==> config.mk <==
export PLATFORM = sky130hd
export DESIGN_NAME = joy_serial_multi_flat
export DESIGN_NICKNAME = d
export VERILOG_FILES = /design/src/rtl/joy_serial_multi_if.sv /design/src/rtl/joy_serial_multi.sv /design/src/flat_wrapper.sv
export SDC_FILE = /design/constraint.sdc
export NUM_CORES = 1
export LEC_CHECK = 0
export BUFFER_PORTS_ARGS = -buffer_cell sky130_fd_sc_hd__buf_2
export CAP_MARGIN = 20
export CORE_MARGIN = 4
export CORE_UTILIZATION = 30
export DETAILED_ROUTE_END_ITERATION = 10
export GPL_TIMING_DRIVEN = 0
export HOLD_SLACK_MARGIN = 0.06
export PLACE_DENSITY = 0.5
export SYNTH_ARGS = -nofsm -noshare
export SYNTH_HDL_FRONTEND = slang
export SYNTH_SLANG_ARGS = --single-unit
==> constraint.sdc <==
create_clock -name clk -period 2.65 [get_ports clk]
set_input_delay 0.53 -clock clk [delete_from_list [all_inputs] [get_ports clk]]
set_output_delay 0.53 -clock clk [all_outputs]
set_load 0.1 [all_outputs]
==> src/rtl/joy_serial_multi_if.sv <==
// Joystick front-end bus: the core side (master) drives enable and the
// register chain returns joy_data; the reader (slave) drives the register
// control lines and presents the debounced button vector with its strobes.
interface joy_serial_multi_if #(
  parameter int PLAYERS = 2,
  parameter int BITS    = 12
);
  logic                    enable;
  logic                    joy_load_n;
  logic                    joy_clk;
  logic                    joy_data;
  logic [PLAYERS*BITS-1:0] joystick;
  logic                    valid;
  logic                    changed;
  logic                    scan_busy;

  modport master (
    output enable,
    output joy_data,
    input  joy_load_n,
    input  joy_clk,
    input  joystick,
    input  valid,
    input  changed,
    input  scan_busy
  );

  modport slave (
    input  enable,
    input  joy_data,
    output joy_load_n,
    output joy_clk,
    output joystick,
    output valid,
    output changed,
    output scan_busy
  );
endinterface

==> src/rtl/joy_serial_multi.sv <==
// Serial joystick reader for daisy-chained 74HC165-style registers.
// Loads the chain, shifts PLAYERS*BITS bits (each player MSB first, player 0
// first), optionally debounces over several scans and presents an
// active-high button vector with per-scan valid/changed strobes.
module joy_serial_multi #(
  parameter int PLAYERS    = 2,
  parameter int BITS       = 12,
  parameter int CLK_DIV    = 24,
  parameter int GAP        = 64,
  parameter int DEBOUNCE   = 1,
  parameter int ACTIVE_LOW = 1
) (
  input logic               clk,
  input logic               reset_n,
  joy_serial_multi_if.slave bus
);
  localparam int W  = PLAYERS * BITS;
  localparam int DW = (CLK_DIV > 1) ? $clog2(CLK_DIV) : 1;
  localparam int PW = (PLAYERS > 1) ? $clog2(PLAYERS) : 1;
  localparam int BW = (BITS > 1) ? $clog2(BITS) : 1;
  localparam int IW = (W > 1) ? $clog2(W) : 1;
  localparam int GW = $clog2(GAP + 1);

  localparam logic [DW-1:0] DIV_LAST  = DW'(CLK_DIV - 1);
  localparam logic [PW-1:0] PLY_LAST  = PW'(PLAYERS - 1);
  localparam logic [BW-1:0] BIT_FIRST = BW'(BITS - 1);
  localparam logic [GW-1:0] GAP_LAST  = GW'(GAP - 1);
  localparam logic [3:0]    DEB_MIN   = 4'(DEBOUNCE);

  typedef enum logic [2:0] {
    S_IDLE, S_LOAD, S_SHIFT_LO, S_SHIFT_HI, S_LATCH, S_GAP
  } state_t;

  state_t          state_q, state_d;
  logic [DW-1:0]   div_q, div_d;
  logic [PW-1:0]   ply_q, ply_d;
  logic [BW-1:0]   bit_q, bit_d;
  logic [GW-1:0]   gap_q, gap_d;
  logic [W-1:0]    raw_q, raw_d;
  logic [W-1:0]    cand_q, cand_d;
  logic [3:0]      cnt_q, cnt_d;
  logic [W-1:0]    joystick_q, joystick_d;
  logic            valid_q, valid_d;
  logic            changed_q, changed_d;
  logic            load_n_q, load_n_d;
  logic            jclk_q, jclk_d;
  logic            busy_q, busy_d;

  logic            tick;
  logic            in_bit;
  logic [IW-1:0]   raw_idx;

  assign tick    = (div_q == DIV_LAST);
  // Chain bits are active-low when ACTIVE_LOW is set; store them as pressed=1.
  assign in_bit  = (ACTIVE_LOW != 0) ? ~bus.joy_data : bus.joy_data;
  assign raw_idx = IW'(ply_q) * IW'(BITS) + IW'(bit_q);

  // Next-state, datapath and registered-output decode for the scan sequencer.
  always_comb begin
    state_d    = state_q;
    div_d      = tick ? '0 : div_q + DW'(1);
    ply_d      = ply_q;
    bit_d      = bit_q;
    gap_d      = gap_q;
    raw_d      = raw_q;
    cand_d     = cand_q;
    cnt_d      = cnt_q;
    joystick_d = joystick_q;
    valid_d    = 1'b0;
    changed_d  = 1'b0;

    case (state_q)
      S_IDLE: begin
        // Restart the divider so LOAD lasts exactly one full tick period.
        if (bus.enable) begin
          state_d = S_LOAD;
          div_d   = '0;
        end
      end
      S_LOAD: begin
        if (tick) begin
          state_d = S_SHIFT_LO;
          ply_d   = '0;
          bit_d   = BIT_FIRST;
        end
      end
      S_SHIFT_LO: begin
        if (tick) begin
          raw_d[raw_idx] = in_bit;
          state_d        = S_SHIFT_HI;
        end
      end
      S_SHIFT_HI: begin
        if (tick) begin
          if (ply_q == PLY_LAST && bit_q == '0) begin
            state_d = S_LATCH;
          end else if (bit_q == '0) begin
            ply_d   = ply_q + PW'(1);
            bit_d   = BIT_FIRST;
            state_d = S_SHIFT_LO;
          end else begin
            bit_d   = bit_q - BW'(1);
            state_d = S_SHIFT_LO;
          end
        end
      end
      S_LATCH: begin
        // Count consecutive identical scans; the counter saturates at 15.
        if (raw_q == cand_q) begin
          cnt_d = (cnt_q == 4'd15) ? 4'd15 : cnt_q + 4'd1;
        end else begin
          cand_d = raw_q;
          cnt_d  = 4'd1;
        end
        if (cnt_d >= DEB_MIN && joystick_q != cand_d) begin
          joystick_d = cand_d;
          changed_d  = 1'b1;
        end
        valid_d = 1'b1;
        gap_d   = '0;
        state_d = S_GAP;
      end
      S_GAP: begin
        if (tick) begin
          if (gap_q == GAP_LAST) begin
            state_d = bus.enable ? S_LOAD : S_IDLE;
          end else begin
            gap_d = gap_q + GW'(1);
          end
        end
      end
      default: state_d = S_IDLE;
    endcase

    load_n_d = (state_d != S_LOAD);
    jclk_d   = (state_d == S_SHIFT_HI);
    busy_d   = (state_d == S_LOAD) || (state_d == S_SHIFT_LO) ||
               (state_d == S_SHIFT_HI) || (state_d == S_LATCH);
  end

  // Sequencer state, counters, debounce state and registered outputs.
  always_ff @(posedge clk or negedge reset_n) begin
    if (!reset_n) begin
      state_q    <= S_IDLE;
      div_q      <= '0;
      ply_q      <= '0;
      bit_q      <= '0;
      gap_q      <= '0;
      cand_q     <= '0;
      cnt_q      <= '0;
      joystick_q <= '0;
      valid_q    <= 1'b0;
      changed_q  <= 1'b0;
      load_n_q   <= 1'b1;
      jclk_q     <= 1'b0;
      busy_q     <= 1'b0;
    end else begin
      state_q    <= state_d;
      div_q      <= div_d;
      ply_q      <= ply_d;
      bit_q      <= bit_d;
      gap_q      <= gap_d;
      cand_q     <= cand_d;
      cnt_q      <= cnt_d;
      joystick_q <= joystick_d;
      valid_q    <= valid_d;
      changed_q  <= changed_d;
      load_n_q   <= load_n_d;
      jclk_q     <= jclk_d;
      busy_q     <= busy_d;
    end
  end

  // Raw shift capture; every bit is rewritten by each scan before LATCH reads it.
  always_ff @(posedge clk) begin
    raw_q <= raw_d;
  end

  assign bus.joy_load_n = load_n_q;
  assign bus.joy_clk    = jclk_q;
  assign bus.joystick   = joystick_q;
  assign bus.valid      = valid_q;
  assign bus.changed    = changed_q;
  assign bus.scan_busy  = busy_q;
endmodule

==> src/flat_wrapper.sv <==
// flat-port wrapper written by rule: the top's interface ports become plain ports
module joy_serial_multi_flat 
#(
  parameter int PLAYERS    = 2,
  parameter int BITS       = 12,
  parameter int CLK_DIV    = 24,
  parameter int GAP        = 64,
  parameter int DEBOUNCE   = 1,
  parameter int ACTIVE_LOW = 1
)
  (clk, reset_n, bus_enable, bus_joy_data, bus_joy_load_n, bus_joy_clk, bus_joystick, bus_valid, bus_changed, bus_scan_busy);
  joy_serial_multi_if #(.PLAYERS(PLAYERS), .BITS(BITS)) bus_i ();
  input logic clk;
  input logic reset_n;
  input wire logic [$bits(bus_i.enable)-1:0] bus_enable;
  input wire logic [$bits(bus_i.joy_data)-1:0] bus_joy_data;
  output wire logic [$bits(bus_i.joy_load_n)-1:0] bus_joy_load_n;
  output wire logic [$bits(bus_i.joy_clk)-1:0] bus_joy_clk;
  output wire logic [$bits(bus_i.joystick)-1:0] bus_joystick;
  output wire logic [$bits(bus_i.valid)-1:0] bus_valid;
  output wire logic [$bits(bus_i.changed)-1:0] bus_changed;
  output wire logic [$bits(bus_i.scan_busy)-1:0] bus_scan_busy;
  assign bus_i.enable = bus_enable;
  assign bus_i.joy_data = bus_joy_data;
  assign bus_joy_load_n = bus_i.joy_load_n;
  assign bus_joy_clk = bus_i.joy_clk;
  assign bus_joystick = bus_i.joystick;
  assign bus_valid = bus_i.valid;
  assign bus_changed = bus_i.changed;
  assign bus_scan_busy = bus_i.scan_busy;
  joy_serial_multi #(.PLAYERS(PLAYERS), .BITS(BITS), .CLK_DIV(CLK_DIV), .GAP(GAP), .DEBOUNCE(DEBOUNCE), .ACTIVE_LOW(ACTIVE_LOW)) u_core (.clk(clk), .reset_n(reset_n), .bus(bus_i));
endmodule
==> flow_summary.json <==
{
  "fin_crit_sh": 0.925,
  "worst_setup_path_start_kind": "register",
  "rsz0062_at_grt": "no",
  "clkTransAtPathRegs_ns": 0.07,
  "maxCapViolCount": 0,
  "timing.hold.ws_ns": 0.130,
  "slowest_stage": "edfxtp_1",
  "reg2reg_depth": 6,
  "antenna_found_initial": 0,
  "place_inst": 629,
  "grt_overflow": 0,
  "gp_congestion": 0.756,
  "place_area_um2": 5200,
  "end_kind": "register",
  "synthTopCellsByArea": "dfrtp_1, edfxtp_1, mux2_2",
  "dieArea_um2": 17900,
  "clock-sinks": 101,
  "peakVddDrop_mv": 0.468,
  "wirelength_mm": 9.94,
  "drtPass1Iterations": 4,
  "setup_tns_ns": 0,
  "syn_nets": 400,
  "holdCritPathClass": "in2async",
  "slowest_delay_ns": 0.50,
  "drv_slew": 0,
  "die_h_um": 134,
  "grt_first_pass_wirelength_mm": 17.0,
  "powerDensity_nw_per_um2": 711,
  "crit_path_start": "u_core.raw_q[7]",
  "final.fill_count": 1519,
  "grt_max_degree": 46,
  "viasPerCell": 4.60,
  "cts_hold_buf": 0,
  "drive_gt1_frac": 0.257,
  "grt_pass1_vias": 3240,
  "r2r_end": "u_core.bus.joystick[8]",
  "synth_cell_types": 47,
  "die_x_um": 134,
  "path_cells": "xor2_1 -> nor4_2 -> nand4_1 -> o311ai_4 -> buf_6 -> mux2_2",
  "fin_cells": 647,
  "path_depth": 6,
  "cp.arrival_ns": 2.68,
  "core_um2": 15400,
  "worstSkewPairLatency_ns": 0.34,
  "path_delay_family": "simple AND/OR/NAND/NOR gates",
  "criticalPathCategory": "reg2reg",
  "area_growth_pct": 16.4,
  "yosysTopAreaCellShare": 0.400,
  "portBuffers": 32,
  "gr-usage-all-layers": 0.121,
  "diodes": 0,
  "avgSynthCellArea_um2": 12.3,
  "drt-initial-drc-count": 135,
  "multi_input_area_um2": 2030,
  "drt.antenna.violating_nets": 0,
  "rrSetupSlack_ns": 0.20,
  "path_max_fanout": 10,
  "ys_async_sr_fraction": 0.762,
  "finalSetupViolations": 0,
  "clock_path_buffers": 2,
  "relSlewSlack": 0.562,
  "cts_made_buffers": 9,
  "synth_area_um2": 4750,
  "htree_levels": 3,
  "synth_area_leader_cell": "dfrtp_1",
  "worstPathRequired_ns": 2.87,
  "layout.nets": 446,
  "start_util": 0.309,
  "status": "finished clean",
  "worst_pin_slew_ns": 0.656,
  "timing.fmax_mhz": 408,
  "dp_hpwl_mm": 7.14,
  "ys.warnings.count": 0,
  "leakage_nw": 2.49,
  "ys_ff_latch": 101,
  "rows": 45,
  "period_needed_ns": 2.45,
  "cts_tree": "done",
  "finClkSkew_ns": 0.0122,
  "ys_seq_area_frac": 0.558,
  "num_vias": 2974,
  "route.detailed.drc": 0,
  "ys.flop_type": "dfrtp_1",
  "final_area_um2": 5530,
  "ff_latch_area_um2": 2650,
  "final_hold_viol_count": 0,
  "root_buffer": "clkbuf_16",
  "post_drt_wl_per_cell_um": 15.4,
  "syn_inst": 385,
  "synth_edf_count": 24,
  "r2r_start": "u_core.raw_q[7]",
  "path_buf_inv": 1,
  "io-pin-count": 33
}
==> power by group <==
part | total [mW] | internal, mW | switching (mW)
combinational | 0.774 | 0.261 | 0.513
sequential | 1.81 | 1.71 | 0.105
clock | 1.35 | 0.745 | 0.601
total | 3.93 | 2.71 | 1.22
==> area by class of cell <==
class | count | area share
clock inverter | 6 | 0.0127
timing repair buffer | 35 | 0.0371
multi-input combinational | 265 | 0.366
tap | 211 | 0.0477
clock buffer | 10 | 0.0414
inverter | 8 | 0.00543
sequential | 101 | 0.479
buffer | 11 | 0.0106
==> cells in the final DEF (no fill, tap or decap), drive strengths merged, types with 2 or more instances in the layout <==
master,instances
a21oi,12
a22o,4
a31oi,2
and3,3
buf,40
clkbuf,16
dfrtp,76
edfxtp,24
ha,10
inv,12
mux2,50
nand2,17
nand2b,3
nand3,6
nand3b,4
nand4,6
nor2,47
nor2b,2
nor3,4
nor3b,4
nor4,10
o21ai,8
or3b,2
xnor2,19
xor2,36
==> synth_stat cells, types with 2 or more instances <==
cell type	count
nor3b_1	4
nand4_1	6
and3_1	3
buf_2	2
inv_1	8
or3b_2	2
nor2b_1	2
a21oi_1	12
nor4_1	8
nor4_2	2
xnor2_1	19
a22o_1	4
nor3_1	4
nand3_1	6
nand2b_1	3
mux2_2	48
dfrtp_1	76
buf_6	2
nor2_1	47
clkbuf_1	6
mux2_1	2
nand2_1	17
xor2_1	36
o21ai_0	8
edfxtp_1	24
ha_1	10
nand3b_1	4
==> flip-flops by register name (all words and copies together), names as in the netlist, 3 cells and up <==
| name | flops |
|---|---|
| u_core.div_q | 5 |
| u_core.cnt_q | 4 |
| u_core.bit_q | 4 |
| u_core.gap_q | 7 |
| u_core.bus.joystick | 24 |
| u_core.cand_q | 24 |
| u_core.state_q | 3 |
| u_core.raw_q | 24 |
==> repair_timing <==
item,CTS,global route
endpoints found under the hold margin,0,0
pin swaps,1,0
setup endpoints to repair,19,24
setup buffers,2,0
gates resized for setup,0,2
==> worst register-to-register path, stage by stage, from the launching register on <==
cell and delay, ns:
edfxtp_1 0.50, xor2_1 0.20, nor4_2 0.35, nand4_1 0.26, o311ai_4 0.43, buf_6 0.24
mux2_2 0.35
==> worst max path at each step <==
stage	endpoint
after floorplan	u_core.bus.joystick[12]
after global placement	u_core.bus.joystick[6]
after detailed placement	u_core.bus.joystick[10]
after CTS	u_core.bus.joystick[8]
after global routing	u_core.bus.joystick[9]
final	u_core.bus.joystick[8]
==> logic make-up (layout without fill, tap and decap cells) <==
logic type | after synthesis | after routing | share of synthesized area
XOR/XNOR | 55 | 55 | 0.101
flip-flops | 101 | 101 | 0.558
multiplexers | 50 | 50 | 0.119
AO/OA/AOI/OAI | 36 | 36 | 0.0537
buffers and inverters | 19 | 70 | 0.0187
adder cells (fa/ha/maj) | 11 | 11 | 0.0306
AND/OR/NAND/NOR | 113 | 113 | 0.120
==> per-layer routing <==
metal	part of all wire	vias up	global-route usage
li1	-	1442	-
met1	0.47	1474	0.156
met2	0.49	49	0.204
met3	0.033	9	0.0296
met4	0.0098	0	0.0337
met5	0	-	0
==> per-stage QoR <==
| step | util | worst slack [ns] | power (mW) |
|---|---|---|---|
| finish | 0.360 | 0.198 | 3.93 |
| floorplan | - | 0.214 | 2.42 |
| detailed placement | 0.339 | -0.146 | 2.62 |
| global placement | 0.337 | -0.157 | 2.60 |
| global route | 0.360 | 0.0805 | 4.17 |
| CTS | 0.359 | 0.00979 | 3.99 |
(Power assumes the default switching activity.)
